[src/rtl/laplace_aproximado_3.sv]
// laplace_aproximado_3: one-cycle approximate 5-point Laplacian edge filter.
module laplace_loa #(
  parameter int N = 8,
  parameter int K = 3
) (
  input  logic [N-1:0] i_x,
  input  logic [N-1:0] i_y,
  output logic [N:0]   o_r
);
  // A K of zero degenerates to an exact adder.
  if (K == 0) begin : g_exact
    assign o_r = {1'b0, i_x} + {1'b0, i_y};
  end else begin : g_loa
    // The low part is ORed; its top bit pair alone predicts the carry into the exact part.
    assign o_r[K-1:0] = i_x[K-1:0] | i_y[K-1:0];
    assign o_r[N:K]   = {1'b0, i_x[N-1:K]} + {1'b0, i_y[N-1:K]} + (N-K+1)'(i_x[K-1] & i_y[K-1]);
  end
endmodule

module laplace_aproximado_3 #(
  parameter int K = 3
) (
  input  logic       clk,
  input  logic       rst,
  input  logic       valid_i,
  input  logic [7:0] b,
  input  logic [7:0] d,
  input  logic [7:0] e,
  input  logic [7:0] f,
  input  logic [7:0] h,
  output logic [8:0] s,
  output logic       valid_o
);
  logic [8:0]  w_p1, w_p2;
  logic [9:0]  w_sum4;
  logic [10:0] w_diff, w_mag;
  logic [8:0]  w_res;
  logic [8:0]  r_s;
  logic        r_valid;
  laplace_loa #(.N(8), .K(K)) u_p1 (.i_x(b), .i_y(d), .o_r(w_p1));
  laplace_loa #(.N(8), .K(K)) u_p2 (.i_x(f), .i_y(h), .o_r(w_p2));
  laplace_loa #(.N(9), .K(K)) u_s4 (.i_x(w_p1), .i_y(w_p2), .o_r(w_sum4));
  // Signed difference, magnitude and saturation to a sign flag plus 8-bit magnitude.
  always_comb begin
    w_diff = {1'b0, e, 2'b00} - {1'b0, w_sum4};
    w_mag  = w_diff[10] ? -w_diff : w_diff;
    w_res  = {w_diff[10], |w_mag[10:8] ? 8'hFF : w_mag[7:0]};
  end
  // Result register: loads on valid windows, holds otherwise.
  always_ff @(posedge clk or posedge rst) begin
    if (rst) begin
      r_s     <= '0;
      r_valid <= 1'b0;
    end else begin
      r_valid <= valid_i;
      if (valid_i) r_s <= w_res;
    end
  end
  assign s       = r_s;
  assign valid_o = r_valid;
endmodule

[config.mk]
export PLATFORM = sky130hd
export DESIGN_NAME = laplace_aproximado_3
export DESIGN_NICKNAME = d
export VERILOG_FILES = /design/src/rtl/laplace_aproximado_3.sv
export SDC_FILE = /design/constraint.sdc
export NUM_CORES = 1
export LEC_CHECK = 0
export CELL_PAD_IN_SITES_DETAIL_PLACEMENT = 0
export CELL_PAD_IN_SITES_GLOBAL_PLACEMENT = 1
export CORE_UTILIZATION = 37
export DETAILED_ROUTE_END_ITERATION = 8
export HOLD_SLACK_MARGIN = 0.12
export PLACE_DENSITY_LB_ADDON = 0.15
export SLEW_MARGIN = 15
export SYNTH_ARGS = -nofsm -noshare
export SYNTH_HDL_FRONTEND = slang
export SYNTH_HIERARCHICAL = 1
export SYNTH_SLANG_ARGS = --single-unit
[constraint.sdc]
create_clock -name clk -period 1.61 [get_ports clk]
set_clock_uncertainty 0.05 [all_clocks]
set_input_delay 0.322 -clock clk [delete_from_list [all_inputs] [get_ports clk]]
set_output_delay 0.322 -clock clk [all_outputs]
set_load 0.005 [all_outputs]
## After elaboration in Yosys (flattened, before gate mapping)

Index checks and enable logic that the tools add are counted.

- Add/subtract/negate cells: 8
- $mul: 0
- Divide/modulo/power cells: 0
- $lt $le $gt $ge: 0
- Equal/unequal tests: 0
- Shift-type cells: 0
- Mux-type cells: 2
- Bitwise logic cells: 6
- Reductions and logical operators: 1

Operators by type and width:

| operator | count |
|---|---|
| $add 5x5->6 | 2 |
| $add 6x6->6 | 2 |
| $mux 11 | 1 |
| $neg 11->11 | 1 |
| $sub 10x10->11 | 1 |
| $or 3x3->3 | 3 |
| $mux 8 | 1 |
| $add 6x6->7 | 1 |
| $add 7x7->7 | 1 |
| $and 1x1->1 | 3 |
| $reduce_or 3->1 | 1 |

- Flip-flop bits (word level): 10
- Bits in latches: 0
- Memory bits (writable): 0
- Bits in read-only memories: 0
- Output and inout port bits: 10
- Memories kept: 0

## Depth between registers and ports, before layout

Gate-level depths: netlist of the first run.

- Depth in word-level cells: 9
- Depth in mapped cells: 20
- Gate-level depth less buffers: 19

## Cells and area by module

Netlist of the first run, hierarchy kept.

By module, submodules not included:

| module | times used | cells an instance | area each (um2) |
|---|---|---|---|
| laplace_aproximado_3 | 1 | 116 | 988.4 |
| laplace_loa (u_p1 ...) | 2 | 21 | 191.4 |
| laplace_loa (u_s4) | 1 | 39 | 282.8 |

## Least setup slack after synthesis of the first run

Ideal clock, no wire load.

- Path kind: input -> register
- Start: input b[2]
- End: register r_s[0], in the netlist s[0]
- Arrival time: 3952 ps
- Data required time: 1478 ps
- Slack: -2473 ps
- Stages: 17
- Cell sequence: and2_1 -> fa_1 -> fa_1 -> xor2_1 -> ha_1 -> o21a_1 -> o31a_1 -> a21oi_1 -> inv_1 -> ha_1 -> o2111a_1 -> o31ai_1 -> a32oi_1 -> xor2_1 -> and3_1 -> a221o_2 -> a31oi_1

- Word-level cells in the longest chain between the ends: 9
- Elaborated cells on any way between the ends: 12

RTL lines:

| element | RTL line | RTL |
|---|---|---|
| start: declaration | 26 | `input logic [7:0] b,` |
| $and 1x1->1 (*) | 16 | `assign o_r[N:K] = {1'b0, i_x[N-1:K]} + {1'b0, i_y[N-1:K]} + (N-K+1)'(i_x[K-1] & i_y[K-1]);` |
| $add 6x6->6 (*) | 16 |  |
| named net w_p1[5] | 34 | `logic [8:0] w_p1, w_p2;` |
| $add 6x6->7 (*) | 16 |  |
| $add 7x7->7 (*) | 16 |  |
| named net w_sum4[6] | 35 | `logic [9:0] w_sum4;` |
| $sub 10x10->11 (*) | 45 | `w_diff = {1'b0, e, 2'b00} - {1'b0, w_sum4};` |
| $neg 11->11 | 46 | `w_mag = w_diff[10] ? -w_diff : w_diff;` |
| $mux 11 (*) | 46 |  |
| $reduce_or 3->1 | 47 | `w_res = {w_diff[10], \|w_mag[10:8] ? 8'hFF : w_mag[7:0]};` |
| $mux 8 (*) | 47 |  |
| end signal: assignment | 56 | `if (valid_i) r_s <= w_res;` |
| end: declaration | 38 | `logic [8:0] r_s;` |

The timed path passes the listed nets; every way through them passes the cells marked *.
A chain may end at the register's enable or synchronous reset.

## Worst setup path in the final report of the first run

- Start: input h[3]
- End: register r_s[0], in the netlist s[0]

- Word-level cells in the longest chain between the ends: 9

RTL lines:

| element | RTL line | RTL |
|---|---|---|
| start: declaration | 30 | `input logic [7:0] h,` |
| $add 5x5->6 (*) | 16 |  |
| $add 6x6->6 (*) | 16 |  |
| named net w_p2[4] | 34 |  |
| $add 6x6->7 (*) | 16 |  |
| $add 7x7->7 (*) | 16 |  |
| named net w_sum4[6] | 35 |  |
| $sub 10x10->11 (*) | 45 |  |
| $neg 11->11 | 46 |  |
| $mux 11 (*) | 46 |  |
| $reduce_or 3->1 | 47 |  |
| $mux 8 (*) | 47 |  |

Marks and branches as above.

==> flow_metrics.tcl, run 1 <==
set metrics [dict create \
    status "finished, violations left" \
    ys.warnings.count 6 \
    grt_pass1_vias 1667 \
    layout-drive-gt1-share_pct 36.1 \
    pwr_density_cell_mw_per_mm2 1440 \
    wl_per_cell_um 11.5 \
    antenna_found_initial 0 \
    die_width_um 68.9 \
    antennaDiodeCount 0 \
    arrival_ns 4.05 \
    drc 0 \
    use_met1_pct 19.3 \
    cap_violations 0 \
    drt_iter0_drc 44 \
    finalCritPeriodShare_pct 246 \
    min_period_ns 3.95 \
    r2r_slack_ns 0.81 \
    grt_use_met2_pct 36.9 \
    cts_tree "yes" \
    via_count 1711 \
    total_power_mw 4.14 \
    path_clk_slew_ns 0.05 \
    die_height_um 68.9 \
    htree_levels 1 \
    num_io_pins 53 \
    rsz0062_at_grt "yes" \
    layout.area.seq_sq_um 250 \
    post-place-ws_ns -3.06 \
    area_delta_synth_final_pct 73.8 \
    finish.utilization_pct 69.4 \
    design_area_sq_mm 0.00288 \
    grt_pass1_wl_mm 6.50 \
    nets 369 \
    cts_made_buffers 3 \
    hold_slack_ns 0.308 \
    wirelength_mm 3.98 \
    synth.distinct_cells 48 \
    avgViaCountPerCell 4.95 \
    io_buffers 52 \
    drt_first_pass_iters 4 \
    holdCritPathClass "in -> async" \
    finalWorstSetupSlack_ns -2.34 \
    synth_area_sq_mm 0.00165 \
    ant_nets 0 \
    hold_viol 0 \
    syn-num-nets 269 \
    grt_max_degree 18 \
    ys_seq_area_share_pct 15.1 \
    cp-end-kind "flip-flop" \
    maxSlewHeadroom_pct 75.7 \
    postSynthCellCount 197 \
    coreArea_sq_mm 0.00414 \
    p_leak_nw 1.35 \
    multi_input_area_sq_mm 0.00154 \
    fmaxAchievable_ghz 0.253 \
    reg2reg_to "s[8]" \
    hpwl_mm 3.26 \
    dieArea_sq_mm 0.00474 \
    worstReg2RegStart "s[8]" \
    grt_overflow 0 \
    worst-setup-path-type "in -> reg" \
    setup_viol 9 \
    ir_worst_vdd_uv 600 \
    drv_slew 0 \
    syn_area_per_cell_sq_um 8.40 \
    clock_sinks 10 \
    cts_root_buf "clkbuf_8" \
    startpoint_type "input pin" \
    worstPathRequired_ns 1.71 \
    rr_worst_depth 1 \
    grt.total_usage_pct 17.5 \
    violations "setup timing" \
    start_util_pct 39.9 \
    fill_cells 351 \
    clock_path_buffers 2 \
    gp_congestion 0.787 \
    clk_latency_ns 0.23 \
    top_usage_layer "met2" \
    cts_hold_buf 0 \
    num_rows 23 \
    gr-usage-met3_pct 0.493 \
    worst_slew_pin_slew_ns 0.364 \
    place_area_sq_mm 0.00262 \
    ys_ff_latch 10 \
    crit_fanout 8 \
]
-- per-stage QoR --
step / cells / TNS (ns)
final: 346 / -20.75
after global routing: 346 / -22.38
after CTS: 345 / -21.55
after detailed placement: 333 / -27.19
after global placement: 333 / -26.96
after floorplan: 197 / -20.40
-- critical path: stages --
cell and delay [ns]:
dlygate4sd2_1 0.25, fa_2 0.39, fa_2 0.58, ha_4 0.20, nor2b_4 0.12, o31a_1 0.28
a21oi_2 0.11, inv_1 0.07, ha_4 0.27, o2111a_1 0.18, o31ai_2 0.09, a32oi_2 0.28
xor2_1 0.13, and3_1 0.20, a221o_2 0.41, a31oi_1 0.18
-- sequential cells by signal (all words and copies together), names as in the netlist --
name / flops
valid_o: 1
s: 9
-- kinds of logic (layout without fill, tap and decap cells) --
family / after synthesis / after routing / synth area share, %
fa+ha+maj: 29 / 29 / 24.7
xor+xnor: 23 / 23 / 12.2
mux: 1 / 1 / 0.681
compound gates: 52 / 52 / 22.7
buf+inv: 23 / 122 / 5.29
flops: 10 / 10 / 15.1
simple gates: 59 / 59 / 19.4
-- synthesized netlist by cell type, drive strengths merged --
| master | number | area share, % |
|---|---|---|
| ha | 23 | 17 |
| inv | 20 | 4.5 |
| nor2 | 18 | 4.1 |
| a31oi | 12 | 4.5 |
| xnor2 | 12 | 6.4 |
| nand2 | 11 | 2.5 |
| xor2 | 11 | 5.8 |
| dfrtp | 10 | 15 |
| or2 | 10 | 3.8 |
| a21oi | 7 | 2.3 |
| o21ai | 7 | 2.6 |
| a21o | 6 | 2.7 |
| fa | 6 | 7.3 |
| o21a | 4 | 1.8 |
| nor2b | 3 | 1.1 |
| nor3b | 3 | 1.7 |
| o31ai | 3 | 1.4 |
| a211o | 2 | 1.1 |
| and2 | 2 | 0.76 |
| and3 | 2 | 1.1 |
| buf | 2 | 0.53 |
| nor3 | 2 | 0.61 |
| o211ai | 2 | 0.91 |
| o31a | 2 | 1.1 |
| or3 | 2 | 1.1 |
| a211oi | 1 | 0.45 |
| a221o | 1 | 0.68 |
| a311o | 1 | 0.61 |
| a32oi | 1 | 0.53 |
| and2b | 1 | 0.45 |
| clkbuf | 1 | 0.23 |
| mux2 | 1 | 0.68 |
| nand2b | 1 | 0.38 |
| nand3b | 1 | 0.45 |
| nand4 | 1 | 0.38 |
| nand4bb | 1 | 0.68 |
| nor4 | 1 | 0.38 |
| o2111a | 1 | 0.68 |
| o211a | 1 | 0.61 |
| o22ai | 1 | 0.76 |
-- power breakdown --
group | leakage (nW) | internal, mW | switching (mW) | total (mW)
Clock | 0.0288 | 0.214 | 0.0917 | 0.306
Sequential | 0.0986 | 0.315 | 0.0266 | 0.342
Combinational | 1.22 | 1.96 | 1.53 | 3.49
Total | 1.35 | 2.49 | 1.65 | 4.14
-- worst max-delay path by stage --
stage / start / to / cells after the start
final: h[3] / s[0] / 16
after global placement: b[2] / s[6] / 19
after global routing: h[3] / s[0] / 19
after CTS: d[2] / s[0] / 20
after detailed placement: f[2] / s[7] / 20
after floorplan: b[2] / s[0] / 16
-- layout by cell type (no fill, tap or decap), drive strengths merged, types with 2 or more instances in the layout --
cell type / Yosys / layout
dlygate4sd2: 0 / 2
and2: 2 / 2
o21ai: 7 / 7
and3: 2 / 2
or3: 2 / 2
o31a: 2 / 2
clkdlybuf4s15: 0 / 2
nand2: 11 / 11
o211ai: 2 / 2
fa: 6 / 6
a211o: 2 / 2
a21o: 6 / 6
buf: 2 / 50
a31oi: 12 / 12
inv: 20 / 20
clkbuf: 1 / 4
ha: 23 / 23
nor3b: 3 / 3
nor3: 2 / 2
xor2: 11 / 11
o31ai: 3 / 3
or2: 10 / 10
nor2b: 3 / 3
dlymetal6s2s: 0 / 4
o21a: 4 / 4
nor2: 18 / 18
clkdlybuf4s50: 0 / 40
dfrtp: 10 / 10
xnor2: 12 / 12
a21oi: 7 / 7
-- repair_timing --
action	4_1_cts	5_1_grt
resized for setup	32	15
buffers inserted	8	1
endpoints found under the setup margin	9	9
pin swaps	25	20
-- metal layers --
layer / share of wire [%] / vias to the layer above
li1: - / 897
met1: 42 / 775
met2: 55 / 39
met3: 3.2 / 0
met4: 0 / 0
met5: 0 / -
-- area by class of cell --
| type | count | area share, % |
|---|---|---|
| inverters | 20 | 2.61 |
| repair buffers | 98 | 30.9 |
| multi-input cells | 164 | 53.7 |
| well taps | 50 | 2.18 |
| flip-flops and latches | 10 | 8.70 |
| clock buffers | 4 | 1.91 |
Power figures use the tool's default switching activity.
==> run 2: changes to the inputs <==
CAP_MARGIN = 30   (was default)
SLEW_MARGIN = 30   (was 15)
==> results of run 2 <==
No change in the layout: final DEF, timing and power equal those of run 1.
==> run 3: changes to the inputs <==
clock period = 4.9 ns   (was 1.61 ns; I/O delays follow)
==> flow_metrics.tcl, run 3 (synthesis results as in run 1) <==
set metrics [dict create \
    layout.area.seq_sq_um 250 \
    drt_first_pass_iters 4 \
    layout-drive-gt1-share_pct 31.9 \
    cts_root_buf "clkbuf_8" \
    fmaxAchievable_ghz 0.211 \
    cp-end-kind "flip-flop" \
    hpwl_mm 3.14 \
    rsz0062_at_grt "yes" \
    clk_latency_ns 0.23 \
    via_count 1674 \
    start_util_pct 39.9 \
    num_rows 23 \
    htree_levels 1 \
    cap_violations 0 \
    die_width_um 68.9 \
    antenna_found_initial 0 \
    nets 362 \
    path_clk_slew_ns 0.04 \
    grt_overflow 0 \
    grt_max_degree 19 \
    avgViaCountPerCell 4.95 \
    dieArea_sq_mm 0.00474 \
    num_io_pins 53 \
    cts_hold_buf 0 \
    grt_pass1_wl_mm 6.45 \
    status "completed" \
    area_delta_synth_final_pct 64.6 \
    clock_path_buffers 2 \
    io_buffers 52 \
    min_period_ns 4.74 \
    fin_tns_setup_ns 0 \
    place_area_sq_mm 0.00244 \
    ir_worst_vdd_uv 509 \
    drt_iter0_drc 35 \
    hold_viol 0 \
    slowest_stage "clkdlybuf4s50_1" \
    multi_input_area_sq_mm 0.00147 \
    startpoint_type "input pin" \
    finalWorstSetupSlack_ns 0.159 \
    worst-setup-path-type "in -> reg" \
    setup_viol 0 \
    crit_fanout 8 \
    dp.cells 325 \
    grt.total_usage_pct 17.5 \
    worst_slew_pin_slew_ns 0.571 \
    final_common_cell "clkdlybuf4s50_1" \
    pwr_density_cell_mw_per_mm2 482 \
    antennaDiodeCount 0 \
    clock_sinks 10 \
    grt_pass1_vias 1566 \
    wl_per_cell_um 11.3 \
    p_leak_nw 1.30 \
    maxSlewHeadroom_pct 61.8 \
    drc 0 \
    hold_slack_ns 0.451 \
    gp_congestion 0.741 \
    wirelength_mm 3.83 \
    finalCritPeriodShare_pct 96.8 \
    cts_tree "yes" \
    ant_nets 0 \
    largest_register_ff_count 9 \
    fill_cells 378 \
    coreArea_sq_mm 0.00414 \
    post-place-ws_ns -0.568 \
    design_area_sq_mm 0.00272 \
    drv_slew 0 \
    worstPathCellList "clkdlybuf4s50_1 -> ha_1 -> a211o_1 -> o21ai_2 -> xnor2_1 -> ha_1 -> buf_4 -> o21a_1 -> o31a_1 -> a21oi_1 -> inv_1 -> ha_4 -> o21a_1 -> nor2_2 -> a31oi_2 -> buf_4 -> xnor2_4 -> and3_4 -> a221o_2 -> a31oi_1" \
    final_cell_mix "41 x clkdlybuf4s50_1, 36 x buf_4, 20 x inv_1, 20 x ha_1, 16 x nor2_1" \
    die_height_um 68.9 \
    cts_made_buffers 3 \
    final_cells 338 \
    holdCritPathClass "reg -> reg" \
    worstPathRequired_ns 4.99 \
    worst_path_largest_cell_delay_ns 0.51 \
    arrival_ns 4.83 \
]
-- run 3: worst max-delay path, delay by kind of cell --
family | cells | cell delay (ns)
XOR/XNOR | 2 | 0.20
AO/OA/AOI/OAI | 9 | 1.76
adder cells (fa/ha/maj) | 3 | 0.77
buffers and inverters | 4 | 0.92
AND/OR/NAND/NOR | 2 | 0.21
-- run 3: final timing paths --
path,from,end,slack [ns],cells past startpoint
max,d[4],s[1],0.16,20
min,s[8],s[8],0.45,1
max reg2reg,s[8],s[8],4.12,1
min reg2reg,s[8],s[8],0.45,1
max in group asynchronous,rst,s[7],3.56,2
min in group asynchronous,rst,s[2],0.97,2
-- run 3: where the power goes --
| group | switching, mW | leakage [nW] | internal, mW | total (mW) |
|---|---|---|---|---|
| clock | 0.0279 | 0.0216 | 0.0534 | 0.0813 |
| combinational | 0.486 | 1.17 | 0.633 | 1.12 |
| sequential | 0.00890 | 0.0986 | 0.104 | 0.113 |
| total | 0.523 | 1.30 | 0.790 | 1.31 |
-- run 3: routing by layer --
metal	track usage, %	up-vias	routed length (um)
met2	28.3	34	1680
met5	0	-	0
met4	1.53	0	0
met1	25.2	756	1960
li1	-	884	-
met3	2.80	0	191
-- run 3: timing repair --
| action | in CTS | in global routing |
|---|---|---|
| endpoints found under the setup margin | 8 | 8 |
| gates resized for setup | 32 | 23 |
| pin swaps | 20 | 22 |
| setup buffers | 8 | 2 |
-- run 3: area by class of cell --
type,count,area share [%]
clock buffers,3,1.52
inverters,20,2.76
multi-input cells,164,54.0
flip-flops and latches,10,9.19
well taps,50,2.30
repair buffers,91,30.2
-- run 3: per-stage QoR --
step	util, %	power, mW
detailed placement	58.9	1.02
global route	65.7	1.44
global placement	58.9	1.01
floorplan	-	0.690
CTS	64.8	1.27
finish	65.7	1.31
